$ cat src/rtl/gate2ip_bist.sv
// ============================================================================
// Module   : gate2ip_bist
// Purpose  : Self-checking driver/monitor for a 2-input gate. Sweeps {a,b} in
//            Gray order, compares y against TRUTH and reports verdicts.
// Option   : GATE2IP_BIST_STOP_ON_FAIL_EN ends the test on the first mismatch.
// Revision : 1.0 - initial release
// ============================================================================
`default_nettype none

module gate2ip_bist #(
   parameter logic [3:0]  TRUTH  = 4'b0001,
   parameter int unsigned SETTLE = 2,
   parameter int unsigned PASSES = 1
) (
   input  logic       clk,
   input  logic       rst_n,
   input  logic       start,
   input  logic       gate_y,
   output logic       gate_a,
   output logic       gate_b,
   output logic       busy,
   output logic       done,
   output logic       pass,
   output logic [3:0] err_cnt,
   output logic [3:0] fail_vec
);

   typedef enum logic [1:0] {
      S_IDLE   = 2'd0,
      S_DRIVE  = 2'd1,
      S_SAMPLE = 2'd2,
      S_FINISH = 2'd3
   } state_t;

   localparam logic [3:0] c_settle_last = 4'(SETTLE - 1);
   localparam logic [3:0] c_pass_last   = 4'(PASSES - 1);

   state_t     r_state;
   state_t     w_next;
   logic [3:0] r_settle;
   logic [1:0] r_vec;
   logic [3:0] r_pass;

   logic [1:0] w_ab;
   logic [1:0] w_vec_nxt;
   logic       w_mismatch;
   logic       w_last;
   logic       w_stop;

   assign w_ab       = {gate_a, gate_b};
   assign w_vec_nxt  = r_vec + 2'd1;
   assign w_mismatch = (gate_y != TRUTH[w_ab]);
   assign w_last     = (r_vec == 2'd3) && (r_pass == c_pass_last);

`ifdef GATE2IP_BIST_STOP_ON_FAIL_EN
   assign w_stop = w_last | w_mismatch;
`else
   assign w_stop = w_last;
`endif

   always_ff @(posedge clk) begin
      if (!rst_n) begin
         r_state <= S_IDLE;
      end else begin
         r_state <= w_next;
      end
   end

   always_comb begin
      w_next = r_state;
      case (r_state)
         S_IDLE:   if (start) w_next = S_DRIVE;
         S_DRIVE:  if (r_settle == c_settle_last) w_next = S_SAMPLE;
         S_SAMPLE: w_next = w_stop ? S_FINISH : S_DRIVE;
         S_FINISH: w_next = S_IDLE;
         default:  w_next = S_IDLE;
      endcase
   end

   always_ff @(posedge clk) begin
      if (!rst_n) begin
         gate_a   <= 1'b0;
         gate_b   <= 1'b0;
         busy     <= 1'b0;
         done     <= 1'b0;
         pass     <= 1'b0;
         err_cnt  <= 4'd0;
         fail_vec <= 4'd0;
         r_settle <= 4'd0;
         r_vec    <= 2'd0;
         r_pass   <= 4'd0;
      end else begin
         done <= 1'b0;
         case (r_state)
            S_IDLE: begin
               gate_a   <= 1'b0;
               gate_b   <= 1'b0;
               r_settle <= 4'd0;
               if (start) begin
                  err_cnt  <= 4'd0;
                  fail_vec <= 4'd0;
                  pass     <= 1'b0;
                  r_vec    <= 2'd0;
                  r_pass   <= 4'd0;
                  busy     <= 1'b1;
               end
            end
            S_DRIVE: begin
               r_settle <= (r_settle == c_settle_last) ? 4'd0 : r_settle + 4'd1;
            end
            S_SAMPLE: begin
               if (w_mismatch) begin
                  if (err_cnt != 4'hF) err_cnt <= err_cnt + 4'd1;
                  fail_vec[w_ab] <= 1'b1;
               end
               if (!w_stop) begin
                  r_vec <= w_vec_nxt;
                  if (r_vec == 2'd3) r_pass <= r_pass + 4'd1;
                  // Index to Gray code: 0,1,2,3 -> 00,01,11,10
                  gate_a <= w_vec_nxt[1];
                  gate_b <= w_vec_nxt[1] ^ w_vec_nxt[0];
               end
            end
            S_FINISH: begin
               done   <= 1'b1;
               busy   <= 1'b0;
               pass   <= (err_cnt == 4'd0);
               gate_a <= 1'b0;
               gate_b <= 1'b0;
            end
            default: ;
         endcase
      end
   end

endmodule

`default_nettype wire

$ cat config.mk
export PLATFORM = sky130hd
export DESIGN_NAME = gate2ip_bist
export DESIGN_NICKNAME = d
export VERILOG_FILES = /design/src/rtl/gate2ip_bist.sv
export SDC_FILE = /design/constraint.sdc
export NUM_CORES = 1
export LEC_CHECK = 0
export CORE_UTILIZATION = 49
export DETAILED_ROUTE_END_ITERATION = 10
export PLACE_DENSITY = 0.75
export SLEW_MARGIN = 40
export SYNTH_ARGS = -nofsm -noshare
export SYNTH_HDL_FRONTEND = slang
export SYNTH_SLANG_ARGS = --single-unit
$ cat constraint.sdc
create_clock -name clk -period 1.84 [get_ports clk]
set_clock_uncertainty 0.15 [all_clocks]
set_input_delay 0.368 -clock clk [delete_from_list [all_inputs] [get_ports clk]]
set_output_delay 0.368 -clock clk [all_outputs]
set_load 0.01 [all_outputs]
== Yosys cells after proc, flatten, opt, wreduce, memory -nomap -nowiden ==
Cells that the tools add are included.
W data, S select, Z words.
Cells by class
  $add $sub $neg: 4
  multiply operators: 0
  divide/modulo/power cells: 0
  $lt $le $gt $ge: 2
  equality and inequality tests: 13
  shift-type cells: 0
  muxes and demuxes: 31
  bitwise gates (word level): 2
  reductions and logical operators: 17
Operators with widths (count)
  $pmux W4 S2: 4
  $mux W4: 7
  $add A4 B1 Y4 const B: 3
  $ne A2 B2 Y1 const B: 6
  $mux W2: 5
  $logic_not A4 Y1: 2
  $pmux W1 S2: 4
  $pmux W2 S4: 1
  $reduce_and A4 Y1: 2
  $reduce_bool A2 Y1: 4
  $mux W1: 7
  $eq A2 B2 Y1 const B: 3
  $reduce_and A2 Y1: 3
  $reduce_and A3 Y1: 2
  $eq A4 B1 Y1 const B: 1
  $ne A4 B4 Y1 const B: 1
  $or A4 B4 Y4: 1
  $pmux W2 S2: 1
  $lt A2 B3 Y1 const B: 1
  $add A2 B1 Y2 const B: 1
  $bmux W1 S2: 1
  $demux W1 S2: 1
  $eq A2 B1 Y1 const B: 1
  $ge A2 B1 Y1 const B: 1
  other kinds (5): 6
Storage, ports and cells
  register bits: 25
  bits in latches: 0
  RAM bits: 0
  ROM bits: 0
  bits of input ports: 4
  output and inout port bits: 13
  memories kept: 0

== Logic depth before layout (Yosys ltp) ==
Gate-level depths: netlist (run 1).
  depth after elaboration: 7
  depth in mapped cells: 7
  depth with buffers taken out: 6

== Least setup slack after synthesis (run 1) ==
No wires, ideal clock.
  path type: reg2reg
  start: register r_state[0]
  end: register r_vec[0]
  arrival time: 1.534 ns
  data required time: 1.573 ns
  setup slack: 0.039 ns
  stages on the path, launching flop included: 8
  buffers on the path: 1
  clock period less this slack: 1.801 ns
  cell sequence: dfxtp_1 > inv_1 > ha_1 > buf_4 > nor2b_2 > a41oi_4 > o21ai_1 > a32o_1
On the way
  longest elaborated chain between the ends: 3
  elaborated cells on any way between the ends: 7
  classes of those cells: 3 x eq/ne; 1 x mux; 3 x reduce/logical
Ends and longest elaborated chain
  from (decl): RTL line 38  | state_t r_state;
  from (signal assigned): RTL line 65  | r_state <= w_next;
  $eq A2 B2 Y1 or $logic_not A2 Y1 (tied branches): RTL line 94  | case (r_state)
  $ne A2 B2 Y1 (no line) or $reduce_bool A2 Y1 (tied branches)
  $reduce_and A3 Y1 (no line)
  to (signal assigned): RTL line 117  | r_vec <= w_vec_nxt;
  to (decl): RTL line 41  | logic [1:0] r_vec;
Several ways; a longest one is shown, not always the timed one.
A chain may end at the register's enable or synchronous reset.

== Final worst setup path (run 1) ==
  start: register gate_b
  end: output gate_b
RTL lines
  from (decl): RTL line 20  | output logic gate_b,
  from (signal assigned): RTL line 121  | gate_b <= w_vec_nxt[1] ^ w_vec_nxt[0];
No word-level cell between the ends.

==> run metrics, run 1 <==
pin count of the biggest net entering global routing 15; Root Driver clkbuf_4; WL/cell between 10 and 15 um; Total Power 1.80 mW; grt total ovfl 0; Yosys top cell by area dfxtp_1; Tightest Hold Check Type register to register; crit share post-route 0.975; CTS Hold Bufs 0; Ys Warns 0; peak supply drop between 0.6 and 0.7 mV; post-route ant nets 0; final setup vio count 0; met2 global-route usage 0.420; syn_area_per_cell 8.44 sq um; dpl ws -0.134 ns; EDFF count, synth 0; initial antenna violation count 0; fin util 0.677; height of the die about 55 um; routability congestion estimate between 0.7 and 0.8; sequential group share of total power 0.358; Reg-to-Reg Start r_state[1]$_SDFFE_PN0P_; clock sinks 25; delay-heaviest family, CP buffers and inverters; relative slew slack 0.740; crit-path max cell delay 0.54 ns; Clock Pin Slew Worst Setup and Hold Paths about 0.14 ns; hold depth 2; Fmax about 560 MHz; Syn Std Cell Area ~0.0014 sq mm; Final Hold Viols 0; Worst Hold Path EP pass$_SDFFE_PN0P_; Crit Path Max Fanout 7; postcts setup bufs 0; Yosys cell types 46; final worst slack ~0.046 ns; count leader, synth dfxtp_1; share of cells above drive strength 1 0.191; R2R cell count 6; fin cells 224; Critical Path Sink Type output port; Detailed Place HPWL approximately 2.4 mm; R2R setup slack around 0.08 ns; sequential element share of the synthesized area 0.364; Worst Path Buf+Inv 1; FILL cells 220; Sw Share 0.383; Main synth FF type dfxtp_1; met3 Use GR 0.0328; Sw Pwr slightly below 0.7 mW; M1 GR Usage 0.292; post-route minimum period 1.79 ns; Synth top cells by count dfxtp_1, nand2_1, inv_1; WL final 3.21 mm; Crit Path Class register to output port; final slew viol count 0; Logic pwr share 0.501; Vias/cell 5.73; clock latency at the later pin of the worst-skew pair roughly 0.32 ns; vias in the first global route around 1,200; CTS H-tree depth 1; CTS Buffer Depth 2; crit-path cells clkdlybuf4s50_1; synth top area cells dfxtp_1, ha_1, nand2_1; TritonCTS clock tree done; Post-Place Cell Area about 0.0017 sq mm; num ports 17; core area 0.00257 sq mm; Num CTS Buffers 3; synthesis-to-finish area growth 26.3%; PortBufs 16; Synth Instances roughly 160; clock power share 0.141; DRC viols 0; Fin Setup TNS 0 ns; Resized cells post-CTS 5; Post-Layout Inst Area ~0.0017 sq mm; Global Route Usage Sum 0.238; worst r2r dst r_vec[1]$_SDFFE_PN0P_; ANT cells 0; full die area 0.00303 sq mm; #FFs+latches synth 25; Leakage slightly below 0.7 nW; Placed Cells between 200 and 250; Syn Nets roughly 180; Most Crowded Layer GR met2; floorplan row count 18; Initial Utilization 0.536; Hold WS about 0.32 ns; hold path start pass$_SDFFE_PN0P_; Int Power 1.11 mW; critical path's slowest cell clkdlybuf4s50_1; post-synth top area share 0.364; max_cap viols 0; global-route wire length before repair ~5.1 mm; WP data arrival 1.28 ns; PD cells 1030 mW/mm^2; status finished clean; drt pass-1 iters 4; Die W 55 um; vias 1,283; WP data required 1.32 ns; Startpoint Class register; DR iter-0 viols 26; Slew @ Worst Pin 0.386 ns; Nets 210; fraction of registers with async set/reset 0
==> power groups by stage <==
stage / registers [mW] / clock network, mW / logic, mW
final: 0.644 / 0.253 / 0.901
after global routing: 0.651 / 0.280 / 0.992
after CTS: 0.641 / 0.262 / 0.875
after detailed placement: 0.652 / 0 / 0.872
after global placement: 0.645 / 0 / 0.843
after floorplan: 0.654 / 0 / 0.529
==> layout make-up <==
class / instances / area (sq um) / share of cell area
Clock buffer: 4 / 26.3 / 0.0151
Sequential cell: 25 / 519 / 0.299
Inverter: 15 / 56.3 / 0.0324
Multi-Input combinational cell: 118 / 816 / 0.469
Tap cell: 30 / 37.5 / 0.0216
Timing Repair Buffer: 32 / 283 / 0.163
==> sequential cells by signal, indices dropped and copies added (netlist names) <==
signal / cells
done: 1
gate_b: 1
err_cnt: 4
busy: 1
pass: 1
fail_vec: 4
gate_a: 1
r_pass: 4
r_vec: 2
r_settle: 4
r_state: 2
==> how the worst max path moves through the flow <==
stage / depth (start not counted) / slack, ns / end / startpoint
after floorplan: 7 / 0.04 / r_vec[0]$_SDFFE_PN0P_ / r_state[0]$_SDFFE_PN0P_
after global placement: 5 / -0.11 / pass$_SDFFE_PN0P_ / start
after detailed placement: 5 / -0.13 / pass$_SDFFE_PN0P_ / start
after CTS: 6 / 0.002 / r_pass[0]$_SDFFE_PN0P_ / r_state[1]$_SDFFE_PN0P_
after global routing: 1 / -0.004 / gate_b / gate_b$_SDFFE_PN0P_
final: 1 / 0.05 / gate_b / gate_b$_SDFFE_PN0P_
==> cells by family (layout without fill, tap and decap cells) <==
family / after synthesis / count (layout) / synth area share
fa+ha+maj: 11 / 11 / 0.100
xor+xnor: 1 / 1 / 0.00636
flops: 25 / 25 / 0.364
buf+inv: 20 / 51 / 0.0591
compound gates: 49 / 49 / 0.247
simple gates: 56 / 56 / 0.213
mux: 1 / 1 / 0.0109
==> worst register-to-register path, delay by kind of cell, from the launching register on <==
| kind | cells | cell delay [ns] |
|---|---|---|
| buffers and inverters | 1 | 0.06 |
| AO/OA/AOI/OAI | 3 | 0.66 |
| adder cells (fa/ha/maj) | 1 | 0.21 |
| flip-flops | 1 | 0.40 |
| AND/OR/NAND/NOR | 1 | 0.19 |
==> per-layer routing <==
layer	part of all wire	vias to the layer above
li1	-	652
met4	0.0041	0
met5	0	-
met3	0.024	2
met1	0.48	600
met2	0.49	29
==> cell usage in the layout (no fill, tap or decap), types with 2 or more instances in the layout <==
cell type	n
clkbuf_4	3
nor2b_1	2
nor3_1	2
or4_1	2
nand3b_1	2
nand4_1	5
dfxtp_2	3
ha_2	2
dfxtp_4	4
o31ai_1	3
nand2_1	16
and3_1	2
and2_1	4
o21ai_1	7
clkdlybuf4s50_1	15
dfxtp_1	18
o22ai_1	3
nand3_1	3
a21o_1	2
a31oi_1	3
a21oi_1	10
a32o_1	2
nor2_1	10
ha_1	9
o21ai_0	6
buf_4	16
inv_1	15
(Power assumes the default switching activity.)
==> inputs of run 2 (changes only) <==
Settings changed: CORE_UTILIZATION 49 to 50, PLACE_DENSITY 0.75 to 0.73.
Clock period 1.84 ns to 2.06 ns, I/O delays scaled along.
==> run 2 against run 1 <==
Worst setup slack gained 0.050 ns; clock-buffer cell count decreased by 1; sequential cell count stayed put; first-iteration DRC count is 73% higher; routed wire length fell by 3.0%; critical path type unchanged; critical endpoint unchanged; largest cell class unchanged.
==> run metrics, run 2 (synthesized netlist as in run 1, its figures left out) <==
TritonCTS clock tree done; PortBufs 16 (unchanged); Tightest Hold Check Type register to register; drt pass-1 iters 4 (unchanged); vias 1,291 (+0.62%); Nets 203 (-3.3%); ANT cells 0 (unchanged); WP data arrival 1.40 ns (+0.12 ns); DRC viols 0 (unchanged); Placed Cells 213 (-3.2%); WP data required 1.50 ns (+0.18 ns); leading cell type in the layout, fill and taps excluded dfxtp_1; crit-path max cell delay 0.59 ns (+0.05 ns); WL/cell 14.3 um (+0.17%); Post-Layout Inst Area 0.00164 sq mm (-5.4%); Initial Utilization 0.541 (+0.00474); crit share post-route 0.954; FILL cells 230 (+4.5%); Critical Path Sink Type output port; Root Driver clkbuf_4; Vias/cell 5.95 (+3.9%); Fin Setup TNS 0 ns (unchanged); initial antenna violation count 0 (unchanged); CTS Buffer Depth 2 (unchanged); Fmax 509 MHz; max_cap viols 0 (unchanged); post-route ant nets 0 (unchanged); dpl ws 0.0130 ns (+0.147 ns); Total Power 1.50 mW (-16%); Hold WS 0.328 ns (+0.00328 ns); postcts setup bufs 0 (unchanged); Die W 54.5 um (-0.97%); pin count of the biggest net entering global routing 15 (unchanged); Global Route Usage Sum 0.232 (-0.00681); post-route minimum period 1.96 ns; Detailed Place HPWL 2.31 mm (-2.9%); final setup vio count 0 (unchanged); crit-path cells clkdlybuf4s50_1; synthesis-to-finish area growth 19.5%; routability congestion estimate 0.826 (+5.0%); Slew @ Worst Pin 0.377 ns (-0.00942 ns); CTS Hold Bufs 0 (unchanged); grt total ovfl 0 (unchanged); vias in the first global route 1,180 (-1.8%); final slew viol count 0 (unchanged); clock latency at the later pin of the worst-skew pair 0.32 ns (about the same); Leakage 0.618 nW (-8.4%); Num CTS Buffers 3 (unchanged); delay-heaviest family, CP buffers and inverters; clock sinks 25 (unchanged); Crit Path Class register to output port; num ports 17 (unchanged); relative slew slack 0.745 (+0.00494); unrepaired setup endpoints after global routing false; worst r2r dst r_vec[0]$_SDFFE_PN0P_; hold path start fail_vec[3]$_SDFFE_PN0P_; height of the die 54.5 um (-0.97%); share of cells above drive strength 1 0.102 (-0.0891); status finished clean; Clock Pin Slew Worst Setup and Hold Paths 0.14 ns (about the same); full die area 0.00297 sq mm (-1.9%); critical path's slowest cell clkdlybuf4s50_1; Startpoint Class register; DR iter-0 viols 45 (+73%); Crit Path Max Fanout 7 (unchanged); fin cells 217 (-3.1%); Post-Place Cell Area 0.00162 sq mm (-3.1%); global-route wire length before repair 4.97 mm (-3.4%); most frequent cells in the layout dfxtp_1, nand2_1, clkdlybuf4s50_1; PD cells 914 mW/mm^2 (-12%); WL final 3.11 mm (-3.0%); fin util 0.646 (-0.0309); core area 0.00254 sq mm (-0.88%); R2R setup slack 0.11 ns (+0.03 ns); hold depth 2 (unchanged); floorplan row count 18 (unchanged); CTS H-tree depth 1 (unchanged); Final Hold Viols 0 (unchanged); Resized cells post-CTS 0 (-5); R2R cell count 6 (unchanged); Reg-to-Reg Start r_state[0]$_SDFFE_PN0P_; final worst slack 0.0953 ns (+0.0496 ns); Worst Hold Path EP fail_vec[3]$_SDFFE_PN0P_; peak supply drop 0.565 mV (-12%); Worst Path Buf+Inv 1 (unchanged)
==> run 2: cell types whose count changed in the layout (fill, tap and decap cells not counted), moves of 2 or more <==
cell | previous run | this run
buf_4 | 16 | 9
dfxtp_1 | 18 | 25
dfxtp_4 | 4 | 0
dfxtp_2 | 3 | 0
ha_1 | 9 | 11
ha_2 | 2 | 0
==> run 2: area by class of cell <==
cell class | instances | area (sq um) | area share
repair buffers | 25 | 228 | 0.139
clock buffers | 3 | 22.5 | 0.0137
multi-input cells | 118 | 795 | 0.483
clock inverters | 1 | 5.00 | 0.00304
well taps | 30 | 37.5 | 0.0228
flip-flops and latches | 25 | 500 | 0.304
inverters | 15 | 56.3 | 0.0342
==> run 2: how the worst max path moves through the flow <==
stage	startpoint	endpoint	slack (ns)	cells past startpoint
floorplan	r_state[0]$_SDFFE_PN0P_	r_vec[0]$_SDFFE_PN0P_	0.26	7
global placement	start	pass$_SDFFE_PN0P_	0.07	5
detailed placement	start	pass$_SDFFE_PN0P_	0.01	5
CTS	gate_b$_SDFFE_PN0P_	gate_b	0.09	1
global route	r_state[1]$_SDFFE_PN0P_	r_vec[0]$_SDFFE_PN0P_	0.002	6
finish	gate_b$_SDFFE_PN0P_	gate_b	0.1	1
==> run 2: power by group <==
part	leakage, nW	total (mW)	switching, mW	internal (mW)
clock	0.0177	0.221	0.149	0.0727
sequential	0.202	0.575	0.0457	0.529
combinational	0.398	0.707	0.398	0.309
==> run 2: layer usage <==
layer	vias to the layer above	part of all wire	GRT usage
li1	635	-	-
met1	623	0.47	0.293
met2	28	0.48	0.411
met3	5	0.035	0.0333
met4	0	0.0087	0.0513
met5	-	0	0
==> inputs of run 3 (changes only) <==
Settings changed: CORE_MARGIN set to 10, SETUP_SLACK_MARGIN set to 0.5, SKIP_CTS_REPAIR_TIMING set to 1.
==> run 3 against run 2 <==
Clock power barely moved; core utilization rose by 13 points; clock-buffer cell count rose by 1; sequential cell count did not move; non-clock buffer count rose by 10; cell area rose by 21%; critical endpoint unchanged; critical path type unchanged; highest routed layer unchanged.
==> run metrics, run 3 (synthesized netlist as in run 1, its figures left out) <==
status finished clean; Startpoint Class register; final slew viol count 0 (unchanged); clock latency at the later pin of the worst-skew pair 0.33 ns (about the same); Initial Utilization 0.541 (unchanged); Tightest Hold Check Type register to register; share of cells above drive strength 1 0.315 (+0.213); WL final 3.82 mm (+23%); crit-path cells clkdlybuf4s50_1; WP data required 1.50 ns (about the same); Vias/cell 6.04 (+1.5%); Hold WS 0.325 ns (-0.00241 ns); pin count of the biggest net entering global routing 15 (unchanged); CTS H-tree depth 1 (unchanged); floorplan row count 18 (unchanged); register area 527 sq um (+5.2%); post-route minimum period 1.83 ns (-0.138 ns); routability congestion estimate 0.791 (-4.3%); drt pass-1 iters 4 (unchanged); ANT cells 0 (unchanged); WL/cell 16.8 um (+17%); Worst Path Buf+Inv 1 (unchanged); Global Route Usage Sum 0.118 (-0.114); most frequent cells in the layout nand2_1, dfxtp_1, dlymetal6s2s_1; initial antenna violation count 0 (unchanged); grt total ovfl 0 (unchanged); full die area 0.00525 sq mm (+77%); CTS Buffer Depth 2 (unchanged); num ports 17 (unchanged); WP data arrival 1.26 ns (-0.14 ns); global-route wire length before repair 5.22 mm (+5.0%); delay-heaviest family, CP buffers and inverters; clock sinks 25 (unchanged); critical path's slowest cell clkdlybuf4s50_1; vias 1,371 (+6.2%); PortBufs 16 (unchanged); crit-path max cell delay 0.54 ns (-0.05 ns); Num CTS Buffers 3 (unchanged); PD cells 950 mW/mm^2 (+3.9%); final setup vio count 0 (unchanged); DR iter-0 viols 127 (+180%); Fmax 547 MHz (+7.5%); TritonCTS clock tree done; Root Driver clkbuf_4; vias in the first global route 1,187 (+0.59%); Slew @ Worst Pin 0.342 ns (-0.0348 ns); relative slew slack 0.771 (+0.0255); Die W 72.5 um (+33%); Leakage 0.940 nW (+52%); max_cap viols 0 (unchanged); Final Hold Viols 0 (unchanged); unrepaired setup endpoints after global routing true; synthesis-to-finish area growth 44.3%; leading cell type in the layout, fill and taps excluded nand2_1; Crit Path Max Fanout 7 (unchanged); Nets 213 (+4.9%); multi-input logic area 973 sq um (+23%); Detailed Place HPWL 2.36 mm (+2.3%); height of the die 72.5 um (+33%); fin cells 227 (+4.6%); FILL cells 155 (-33%); Critical Path Sink Type output port; Placed Cells 213 (unchanged); crit share post-route 0.887 (-0.0669); peak supply drop 0.806 mV (+43%); post-route ant nets 0 (unchanged); Fin Setup TNS 0 ns (unchanged); DRC viols 0 (unchanged); Crit Path Class register to output port; core area 0.00254 sq mm (unchanged); Clock Pin Slew Worst Setup and Hold Paths 0.13 ns (about the same)
run 3: changes by cell type in the layout (fill, tap and decap cells not counted), moves of 3 or more:
cell and change:
dlymetal6s2s_1 +14, clkdlybuf4s50_1 -14, ha_1 -4, ha_4 +4, inv_1 -3, buf_6 +6, dfxtp_4 +5, dfxtp_1 -11
dfxtp_2 +6, a21oi_1 -3, buf_4 +4
run 3: final cells by class:
class                           count  share of cell area
Clock buffer                        4              0.0132
Timing Repair Buffer               35               0.181
Inverter                           15              0.0309
Multi-Input combinational cell    118               0.490
Sequential cell                    25               0.265
Tap cell                           30              0.0189
run 3: final timing paths:
path                                               from                      end  slack [ns]  cells after the start
worst max-delay path                gate_b$_SDFFE_PN0P_                   gate_b        0.23                      1
worst min-delay path                  pass$_SDFFE_PN0P_        pass$_SDFFE_PN0P_        0.33                      2
worst max register to register  r_state[1]$_SDFFE_PN0P_  err_cnt[1]$_SDFFE_PN0P_        0.31                      6
worst min register to register        pass$_SDFFE_PN0P_        pass$_SDFFE_PN0P_        0.33                      2
run 3: through the flow:
step                worst slack, ns  power (mW)  instance area, sq um  utilization
floorplan                     0.371        1.11                  1400            -
global placement             0.0797        1.31                  1640        0.643
detailed placement           0.0656        1.32                  1640        0.643
CTS                          0.0862        1.55                  1660        0.653
global route                  0.177        1.99                  1990        0.780
finish                        0.233        1.89                  1990        0.780
run 3: where the power goes:
group / switching, mW / internal (mW)
clock network: 0.143 / 0.0760
registers: 0.0610 / 0.542
logic: 0.543 / 0.522
run 3: tightest hold or removal path, stage by stage, from the launching register on:
cell and delay [ns]:
dfxtp_1 0.33, nand2_1 0.07, a21oi_2 0.05
run 3: layer usage:
metal | GRT usage | share of wire
met1 | 0.142 | 0.42
met2 | 0.196 | 0.52
met3 | 0.0435 | 0.048
met4 | 0.0211 | 0.0081
met5 | 0 | 0
